--- src/rtl/m68k_dtack_pkg.sv ---
// Shared system package: bus-cycle FSM encoding and default wait/timeout constants
// used by the 68K DTACK generator and the board top level.
package m68k_dtack_pkg;

    typedef enum logic [2:0] {
        ST_IDLE    = 3'd0,
        ST_ROM     = 3'd1,
        ST_SHR_ARB = 3'd2,
        ST_COUNT   = 3'd3,
        ST_ACK     = 3'd4,
        ST_HOLD    = 3'd5
    } dtack_state_e;

    localparam int DEF_RAM_WAIT = 0;
    localparam int DEF_IO_WAIT  = 1;
    localparam int DEF_SHR_WAIT = 1;
    localparam int DEF_TIMEOUT  = 255;

    localparam int WAIT_W    = 4;
    localparam int TIMEOUT_W = 8;

    // Wait counts above the 4-bit counter range saturate instead of wrapping.
    function automatic logic [WAIT_W-1:0] wait_load(input int w);
        return (w > 15) ? 4'd15 : WAIT_W'(w);
    endfunction

endpackage

--- src/rtl/shared_ram_arb.sv ---
// Shared-RAM ownership between the 68K and the Z80. The Z80 keeps the RAM whenever
// its request is high at the moment the 68K asks, so a simultaneous request goes to it.
module shared_ram_arb (
    input  logic clk,
    input  logic reset,
    input  logic clk_en,
    input  logic cpu_req,
    input  logic cpu_done,
    input  logic z80_shr_req,
    output logic grant,
    output logic shr_owner,
    output logic z80_wait_n
);

    assign grant = cpu_req && clk_en && !z80_shr_req;

    always_ff @(posedge clk) begin
        if (reset) begin
            shr_owner  <= 1'b0;
            z80_wait_n <= 1'b1;
        end else begin
            // Registered from the current owner, so WAIT releases one clk after ownership drops.
            z80_wait_n <= !(shr_owner && z80_shr_req);
            if (cpu_done)
                shr_owner <= 1'b0;
            else if (grant)
                shr_owner <= 1'b1;
        end
    end

endmodule

--- src/rtl/m68k_dtack.sv ---
// 68K DTACK generator: routes each bus cycle by region select, applies per-region
// wait states, ROM fetch handshake, shared-RAM arbitration and a bus timeout.
module m68k_dtack
    import m68k_dtack_pkg::*;
#(
    parameter int RAM_WAIT = DEF_RAM_WAIT,
    parameter int IO_WAIT  = DEF_IO_WAIT,
    parameter int SHR_WAIT = DEF_SHR_WAIT,
    parameter int TIMEOUT  = DEF_TIMEOUT
) (
    input  logic clk,
    input  logic reset,
    input  logic clk_en,
    input  logic cpu_as_n,
    input  logic prog_rom_cs,
    input  logic ram_cs,
    input  logic sprite_ram_cs,
    input  logic shared_ram_cs,
    input  logic io_cs,
    input  logic rom_ok,
    input  logic z80_shr_req,
    output logic cpu_dtack_n,
    output logic rom_req,
    output logic shr_owner,
    output logic z80_wait_n,
    output logic bus_timeout
);

    localparam logic [WAIT_W-1:0]    RAM_W   = wait_load(RAM_WAIT);
    localparam logic [WAIT_W-1:0]    IO_W    = wait_load(IO_WAIT);
    localparam logic [WAIT_W-1:0]    SHR_W   = wait_load(SHR_WAIT);
    localparam logic [TIMEOUT_W-1:0] TO_LAST = TIMEOUT_W'(TIMEOUT - 1);

    dtack_state_e          state, state_nx;
    logic [WAIT_W-1:0]     wcnt, wcnt_nx;
    logic [TIMEOUT_W-1:0]  tcnt, tcnt_nx;
    logic                  armed, armed_nx;
    logic                  got_ok, got_ok_nx;
    logic                  dtack_n_nx, rom_req_nx, timeout_nx;
    logic                  to_hit, shr_req, shr_done, shr_grant;

    // AS/DTACK handshake: a cycle is taken once per AS-low period (AS must first be seen
    // high on a clk_en); DTACK then stays low until AS rises, and AS rising before DTACK
    // abandons the cycle without acknowledging it.
    assign to_hit   = clk_en && (tcnt == TO_LAST);
    assign shr_req  = (state == ST_SHR_ARB) && !cpu_as_n && !to_hit;
    assign shr_done = (state != ST_IDLE) && cpu_as_n;

    shared_ram_arb u_arb (
        .clk         (clk),
        .reset       (reset),
        .clk_en      (clk_en),
        .cpu_req     (shr_req),
        .cpu_done    (shr_done),
        .z80_shr_req (z80_shr_req),
        .grant       (shr_grant),
        .shr_owner   (shr_owner),
        .z80_wait_n  (z80_wait_n)
    );

    always_comb begin
        state_nx   = state;
        wcnt_nx    = wcnt;
        tcnt_nx    = tcnt;
        got_ok_nx  = got_ok;
        armed_nx   = armed | (clk_en & cpu_as_n);
        dtack_n_nx = cpu_dtack_n;
        rom_req_nx = rom_req;
        timeout_nx = 1'b0;
        if (state != ST_IDLE && state != ST_HOLD && cpu_as_n) begin
            state_nx   = ST_IDLE;
            dtack_n_nx = 1'b1;
            rom_req_nx = 1'b0;
            wcnt_nx    = '0;
            tcnt_nx    = '0;
            got_ok_nx  = 1'b0;
        end else begin
            case (state)
                ST_IDLE: begin
                    if (clk_en && !cpu_as_n && armed) begin
                        armed_nx  = 1'b0;
                        tcnt_nx   = '0;
                        got_ok_nx = 1'b0;
                        if (prog_rom_cs) begin
                            state_nx   = ST_ROM;
                            rom_req_nx = 1'b1;
                        end else if (shared_ram_cs) begin
                            state_nx = ST_SHR_ARB;
                        end else begin
                            state_nx = ST_COUNT;
                            if (ram_cs || sprite_ram_cs) wcnt_nx = RAM_W;
                            else if (io_cs)              wcnt_nx = IO_W;
                            else                         wcnt_nx = '0;
                        end
                    end
                end
                ST_ROM: begin
                    // rom_ok may be a single-clk pulse between clk_en strobes; remember it.
                    if (rom_ok) begin
                        rom_req_nx = 1'b0;
                        got_ok_nx  = 1'b1;
                    end
                    if (clk_en) begin
                        if (rom_ok || got_ok) begin
                            state_nx   = ST_ACK;
                            dtack_n_nx = 1'b0;
                        end else if (to_hit) begin
                            state_nx   = ST_ACK;
                            dtack_n_nx = 1'b0;
                            rom_req_nx = 1'b0;
                            timeout_nx = 1'b1;
                        end else begin
                            tcnt_nx = tcnt + 8'd1;
                        end
                    end
                end
                ST_SHR_ARB: begin
                    if (clk_en) begin
                        if (to_hit) begin
                            state_nx   = ST_ACK;
                            dtack_n_nx = 1'b0;
                            timeout_nx = 1'b1;
                        end else begin
                            tcnt_nx = tcnt + 8'd1;
                            if (shr_grant) begin
                                state_nx = ST_COUNT;
                                wcnt_nx  = SHR_W;
                            end
                        end
                    end
                end
                ST_COUNT: begin
                    if (clk_en) begin
                        if (wcnt == '0) begin
                            state_nx   = ST_ACK;
                            dtack_n_nx = 1'b0;
                        end else if (to_hit) begin
                            state_nx   = ST_ACK;
                            dtack_n_nx = 1'b0;
                            timeout_nx = 1'b1;
                        end else begin
                            wcnt_nx = wcnt - 4'd1;
                            tcnt_nx = tcnt + 8'd1;
                        end
                    end
                end
                ST_ACK: state_nx = ST_HOLD;
                ST_HOLD: begin
                    if (cpu_as_n) begin
                        state_nx   = ST_IDLE;
                        dtack_n_nx = 1'b1;
                        wcnt_nx    = '0;
                        tcnt_nx    = '0;
                    end
                end
                default: state_nx = ST_IDLE;
            endcase
        end
    end

    always_ff @(posedge clk) begin
        if (reset) begin
            state       <= ST_IDLE;
            wcnt        <= '0;
            tcnt        <= '0;
            armed       <= 1'b0;
            got_ok      <= 1'b0;
            cpu_dtack_n <= 1'b1;
            rom_req     <= 1'b0;
            bus_timeout <= 1'b0;
        end else begin
            state       <= state_nx;
            wcnt        <= wcnt_nx;
            tcnt        <= tcnt_nx;
            armed       <= armed_nx;
            got_ok      <= got_ok_nx;
            cpu_dtack_n <= dtack_n_nx;
            rom_req     <= rom_req_nx;
            bus_timeout <= timeout_nx;
        end
    end

endmodule

--- config.mk ---
export PLATFORM = sky130hd
export DESIGN_NAME = m68k_dtack
export DESIGN_NICKNAME = d
export VERILOG_FILES = /design/src/rtl/m68k_dtack_pkg.sv /design/src/rtl/shared_ram_arb.sv /design/src/rtl/m68k_dtack.sv
export SDC_FILE = /design/constraint.sdc
export NUM_CORES = 1
export LEC_CHECK = 0
export BUFFER_PORTS_ARGS = -buffer_cell sky130_fd_sc_hd__buf_2
export CAP_MARGIN = 0
export CORE_MARGIN = 3
export CORE_UTILIZATION = 61
export CTS_CLUSTER_DIAMETER = 100
export DETAILED_ROUTE_END_ITERATION = 16
export PLACE_DENSITY = 0.88
export SLEW_MARGIN = 20
export SYNTH_ARGS = -nofsm -noshare
export SYNTH_HDL_FRONTEND = slang
export SYNTH_SLANG_ARGS = --single-unit
--- constraint.sdc ---
create_clock -name clk -period 5.4 [get_ports clk]
set_input_delay 1.08 -clock clk [delete_from_list [all_inputs] [get_ports clk]]
set_output_delay 1.08 -clock clk [all_outputs]
set_load 0.02 [all_outputs]
== After elaboration in Yosys (flattened, before gate mapping) ==
Cells that the tools add are included.
Operators by class
  add/sub/neg operators: 2
  multipliers: 0
  div/mod/pow operators: 0
  magnitude comparators: 0
  equal/unequal tests: 22
  shift operators: 0
  muxes and demuxes: 63
  bitwise logic cells: 2
  reduce and logical (&&, ||, !) cells: 32
Operators with widths (count)
  $mux W8: 8
  $mux W4: 10
  $pmux W8 S5: 1
  $mux W3: 10
  $ne A2 B2 Y1 const B: 14
  $mux W1: 27
  $pmux W3 S6: 1
  $pmux W4 S4: 1
  $logic_and A1 B1 Y1: 11
  $reduce_and A11 Y1: 1
  $add A8 B1 Y8 const B: 1
  $eq A8 B8 Y1 const B: 1
  $reduce_and A8 Y1: 1
  $reduce_bool A4 Y1: 2
  $eq A3 B2 Y1 const B: 2
  $eq A3 B3 Y1 const B: 2
  $ne A3 B3 Y1 const B: 2
  $reduce_and A3 Y1: 2
  $reduce_and A6 Y1: 1
  $reduce_and A5 Y1: 1
  $reduce_bool A5 Y1: 1
  $logic_not A1 Y1: 4
  $logic_not A4 Y1: 1
  $pmux W1 S2: 2
  12 further kinds: 14
Storage, ports and cells
  register bits: 22
  bits in latches: 0
  memory bits (writable): 0
  memory bits (read-only): 0
  output and inout port bits: 5
  logic and storage cells: 131
  memories: 0

== Longest topological paths before layout ==
  depth after elaboration: 10
  depth in mapped cells: 8
  mapped depth without buffers: 7

== Modules after synthesis ==
Synthesis repeated with hierarchy kept, for this count alone.
Unflattened totals
  cell total of the unflattened synthesis: 176
  area, all modules: 1420.1 µm²
Modules (own cells, without submodules)
  m68k_dtack: times used 1, cells each 169, area an instance 1332.5 µm²
  shared_ram_arb: times used 1, cells each 7, area an instance 87.6 µm²

== Least setup slack after synthesis ==
Ideal clock, no wire load.
  path kind: input to register
  from: input port cpu_as_n
  to: register wcnt[2]
  library setup time: 0.117 ns
  arrival: 2.252 ns
  path slack: 3.031 ns
  cell stages on the path: 6
  cell sequence: buf_4 -> nor3b_2 -> o221ai_1 -> a221oi_2 -> nor2_1 -> a22o_1
On the way
  word-level cells in the longest chain between the ends: 7
  elaborated cells on any way between the ends: 13
  those cells by class: 3 x eq/ne; 10 x reduce/logical
Ends and longest elaborated chain
  start: declaration: line m68k_dtack.sv:14  | input logic cpu_as_n,
  $logic_not A1 Y1: line m68k_dtack.sv:46, m68k_dtack.sv:80
  $logic_and A1 B1 Y1 (2 in series): line m68k_dtack.sv:46  | assign shr_req = (state == ST_SHR_ARB) && !cpu_as_n && !to_hit;
  $logic_and A1 B1 Y1 (2 in series): line shared_ram_arb.sv:15  | assign grant = cpu_req && clk_en && !z80_shr_req;
  $ne A2 B2 Y1 (no line)
  $reduce_and A11 Y1 (no line)
  end signal: assignment: line m68k_dtack.sv:173  | wcnt <= wcnt_nx;
  end: declaration: line m68k_dtack.sv:35  | logic [WAIT_W-1:0] wcnt, wcnt_nx;
Parallel ways exist; a longest one is shown, timed or not.
A chain may end at the register's enable or synchronous reset.

== Final worst setup path ==
  from: input port cpu_as_n
  to: register tcnt[7]
On the way
  word-level cells in the longest chain between the ends: 5
  elaborated cells on any way between the ends: 8
  those cells by class: 2 x eq/ne; 6 x reduce/logical
Ends and longest elaborated chain
  $logic_not A1 Y1: line m68k_dtack.sv:80  | if (clk_en && !cpu_as_n && armed) begin
  $logic_and A1 B1 Y1 (2 in series): line m68k_dtack.sv:80
  $ne A2 B2 Y1 (no line)
  $reduce_and A8 Y1 (no line)
  end signal: assignment: line m68k_dtack.sv:174  | tcnt <= tcnt_nx;
  end: declaration: line m68k_dtack.sv:36  | logic [TIMEOUT_W-1:0] tcnt, tcnt_nx;
Parallel ways exist; a longest one is shown, timed or not.

==> results.toml <==
[critical_path]
slowest_delay_ns = 0.56
reg2reg_to = "tcnt[2]$_SDFFE_PP0P_"
worstPathRequired_ns = 5.65
cp_cell_sequence = "buf_2 > nor2b_2 > o21a_2 > o221ai_2 > or4_1 > a21oi_1"
critPathArrivalTime_ns = 2.62
slowest_stage = "or4_1"
reg2reg_from = "state[1]$_SDFFE_PP0P_"
reg2reg_slack_ns = 3.20
critPathTopFamily = "simple AND/OR/NAND/NOR gates"
critical_path_class = "in -> reg"
reg2reg_depth = 5
crit_path_start_kind = "input pin"
cp-end-kind = "flop"
path_buf_inv = 1
worstPathMaxFanout = 13

[power]
peakVddDrop_uv = 162
p_total_uw = 356
p_per_area_mw_per_mm2 = 239
p_leak_uw = 0.000508

[floorplanning]
placeableCoreArea_mm2 = 0.00206
die_height_um = 53.9
dieArea_mm2 = 0.00291
ios = 16
initial_core_util_pct = 68.0
die_x_um = 53.9
rows = 16

[routing]
drt_iter0_markers = 82
drc = 0
wl_um = 3420
first_pass_iters = 5
postRouteAntennaNets = 0
num_vias = 1402
post_drt_wl_per_cell_um = 16.5
vias_per_cell = 6.77

[timing]
finalSetupViolCount = 0
slew_headroom_pct = 47.0
finalSetupTns_ns = 0
fmax_ghz = 0.421
slew_viol_final = 0
rsz0062_at_grt = "false"
finalHoldViolCount = 0
tightest_slew_ns = 0.794
skew_ns = 0.00281
post-route-period-util_pct = 44.0
period_needed_ns = 2.37

[global_route]
grt_max_degree = 27
track_usage_pct = 25.9
grt_pass1_vias = 1246
grt_pass1_wl_um = 5490
overflow = 0
grt_antenna_before_repair = 0

[logic_synthesis]
synthArstFlopShare_pct = 0
synth_edf_count = 0
synth_top_cells_by_area = "dfxtp_1, a21oi_1, o21ai_0"
yosys.area.top_type = "dfxtp_1"
synth_top_area_share_pct = 31.4
yosysSeqAreaShare_pct = 31.4
synth-seq-cells = 22
synth_cells = 171
netlist_area_mm2 = 0.00140
synth_top_flop_cell = "dfxtp_1"
yosys.cell_types.count = 54
synth_nets = 185
yosysWarnings = 0
avgSynthCellArea_um2 = 8.19

[clock_network]
clkTransAtPathRegs_ns = 0.13
clockBufferDepth = 2
root_buffer = "clkbuf_4"
post_cts_resize_count = 0
post_cts_buffers = 0
holdBufCountCts = 0
cts_tree = "yes"
cts.sinks = 22
htreeDepth = 1
cts-buffers-inserted = 3
clk_latency_ns = 0.31

[cells_and_area]
final_area_mm2 = 0.00149
final_nets = 195
final_cell_mix = "dfxtp_1, nor2_1, buf_2"
syn_to_final_growth_pct = 6.25
diodes = 0
drive_above_1_share_pct = 16.7
final_common_cell = "dfxtp_1"

[min_path]
hold_depth = 1
hold_start = "u_arb.shr_owner$_SDFFE_PP0P_"
min_to = "u_arb.z80_wait_n$_SDFF_PP1_"
min_path_type = "reg -> reg"

[flow_run]
drv_cap = 0

[run_status]
status = "complete, no violations"

[place]
portBuffers = 15
dpl-instance-area_mm2 = 0.00144
gp_congestion = 0.940
dp_hpwl_um = 2520
## final cells by class
class / instances / area (µm²)
well taps: 27 / 33.8
clock inverters: 1 / 30.0
flip-flops and latches: 22 / 440
repair buffers: 15 / 75.1
multi-input cells: 131 / 857
fillers: 156 / 573
clock buffers: 3 / 22.5
inverters: 8 / 30.0
## synthesized netlist by cell type, types with 2 or more instances
library cell,instances
nand3_1,5
a211o_1,2
inv_1,8
nor4b_1,2
or3_1,4
a31oi_1,3
a211oi_1,2
nor3_1,4
o31ai_1,6
nand4_1,3
a22o_1,2
or4_1,3
mux2i_1,2
dfxtp_1,22
ha_1,3
o22ai_1,2
buf_6,4
buf_2,2
or2_1,3
nand2_1,9
clkbuf_1,3
nand3b_1,2
o21ai_1,4
a32o_1,3
nor2_1,16
nor4_1,2
o21ai_0,12
a21oi_1,12
## metrics by stage
| stage | setup slack, ns | hold WS (ns) | util, % | cells |
|---|---|---|---|---|
| floorplan | 3.03 | 0.452 | - | 171 |
| global placement | 2.84 | 0.406 | 69.7 | 203 |
| detailed placement | 2.73 | 0.461 | 69.7 | 203 |
| CTS | 3.05 | 0.491 | 72.2 | 207 |
| global route | 2.95 | 0.499 | 72.2 | 207 |
| finish | 3.03 | 0.476 | 72.2 | 207 |
## report_power, final
| part | internal [µW] | leakage, µW | switching (µW) |
|---|---|---|---|
| Sequential | 166 | 0.000178 | 7.77 |
| Combinational | 20.5 | 0.000302 | 31.8 |
| Clock | 75.0 | 0.0000279 | 55.2 |
| Total | 262 | 0.000508 | 94.8 |
## worst register-to-register path, stage by stage, from the launching register on
cell	delay [ns]
dfxtp_1	0.86
and3b_2	0.30
o21a_4	0.20
o221ai_2	0.43
o21ai_0	0.17
a21oi_1	0.17
## kinds of logic after synthesis
kind of cell	count (synthesis)	share of synthesized area, %
adder cells (fa/ha/maj)	3	2.68
XOR/XNOR	1	0.625
buffers and inverters	18	7.41
AO/OA/AOI/OAI	62	31.1
flip-flops	22	31.4
multiplexers	2	1.43
AND/OR/NAND/NOR	63	25.4
## metal layers
metal | global-route usage, % | routed length (µm)
met1 | 34.2 | 1400
met2 | 42.5 | 1670
met3 | 3.05 | 292
met4 | 9.79 | 59
met5 | 0 | 0
## registers in the layout, indices dropped and copies added (netlist names), named ones only
signal / count
bus_timeout: 1
got_ok: 1
state: 3
tcnt: 8
wcnt: 4
rom_req: 1
cpu_dtack_n: 1
u_arb.z80_wait_n: 1
u_arb.shr_owner: 1
## how the worst max path moves through the flow
| stage | cells after the start | slack [ns] | end | start |
|---|---|---|---|---|
| detailed placement | 6 | 2.73 | tcnt[7]$_SDFFE_PP0P_ | cpu_as_n |
| global route | 6 | 2.95 | tcnt[7]$_SDFFE_PP0P_ | cpu_as_n |
| floorplan | 6 | 3.03 | wcnt[2]$_SDFFE_PP0P_ | cpu_as_n |
| finish | 6 | 3.03 | tcnt[7]$_SDFFE_PP0P_ | cpu_as_n |
| global placement | 6 | 2.84 | tcnt[7]$_SDFFE_PP0P_ | cpu_as_n |
| CTS | 6 | 3.05 | tcnt[7]$_SDFFE_PP0P_ | cpu_as_n |
No activity file was read; power rests on OpenSTA's default activity.
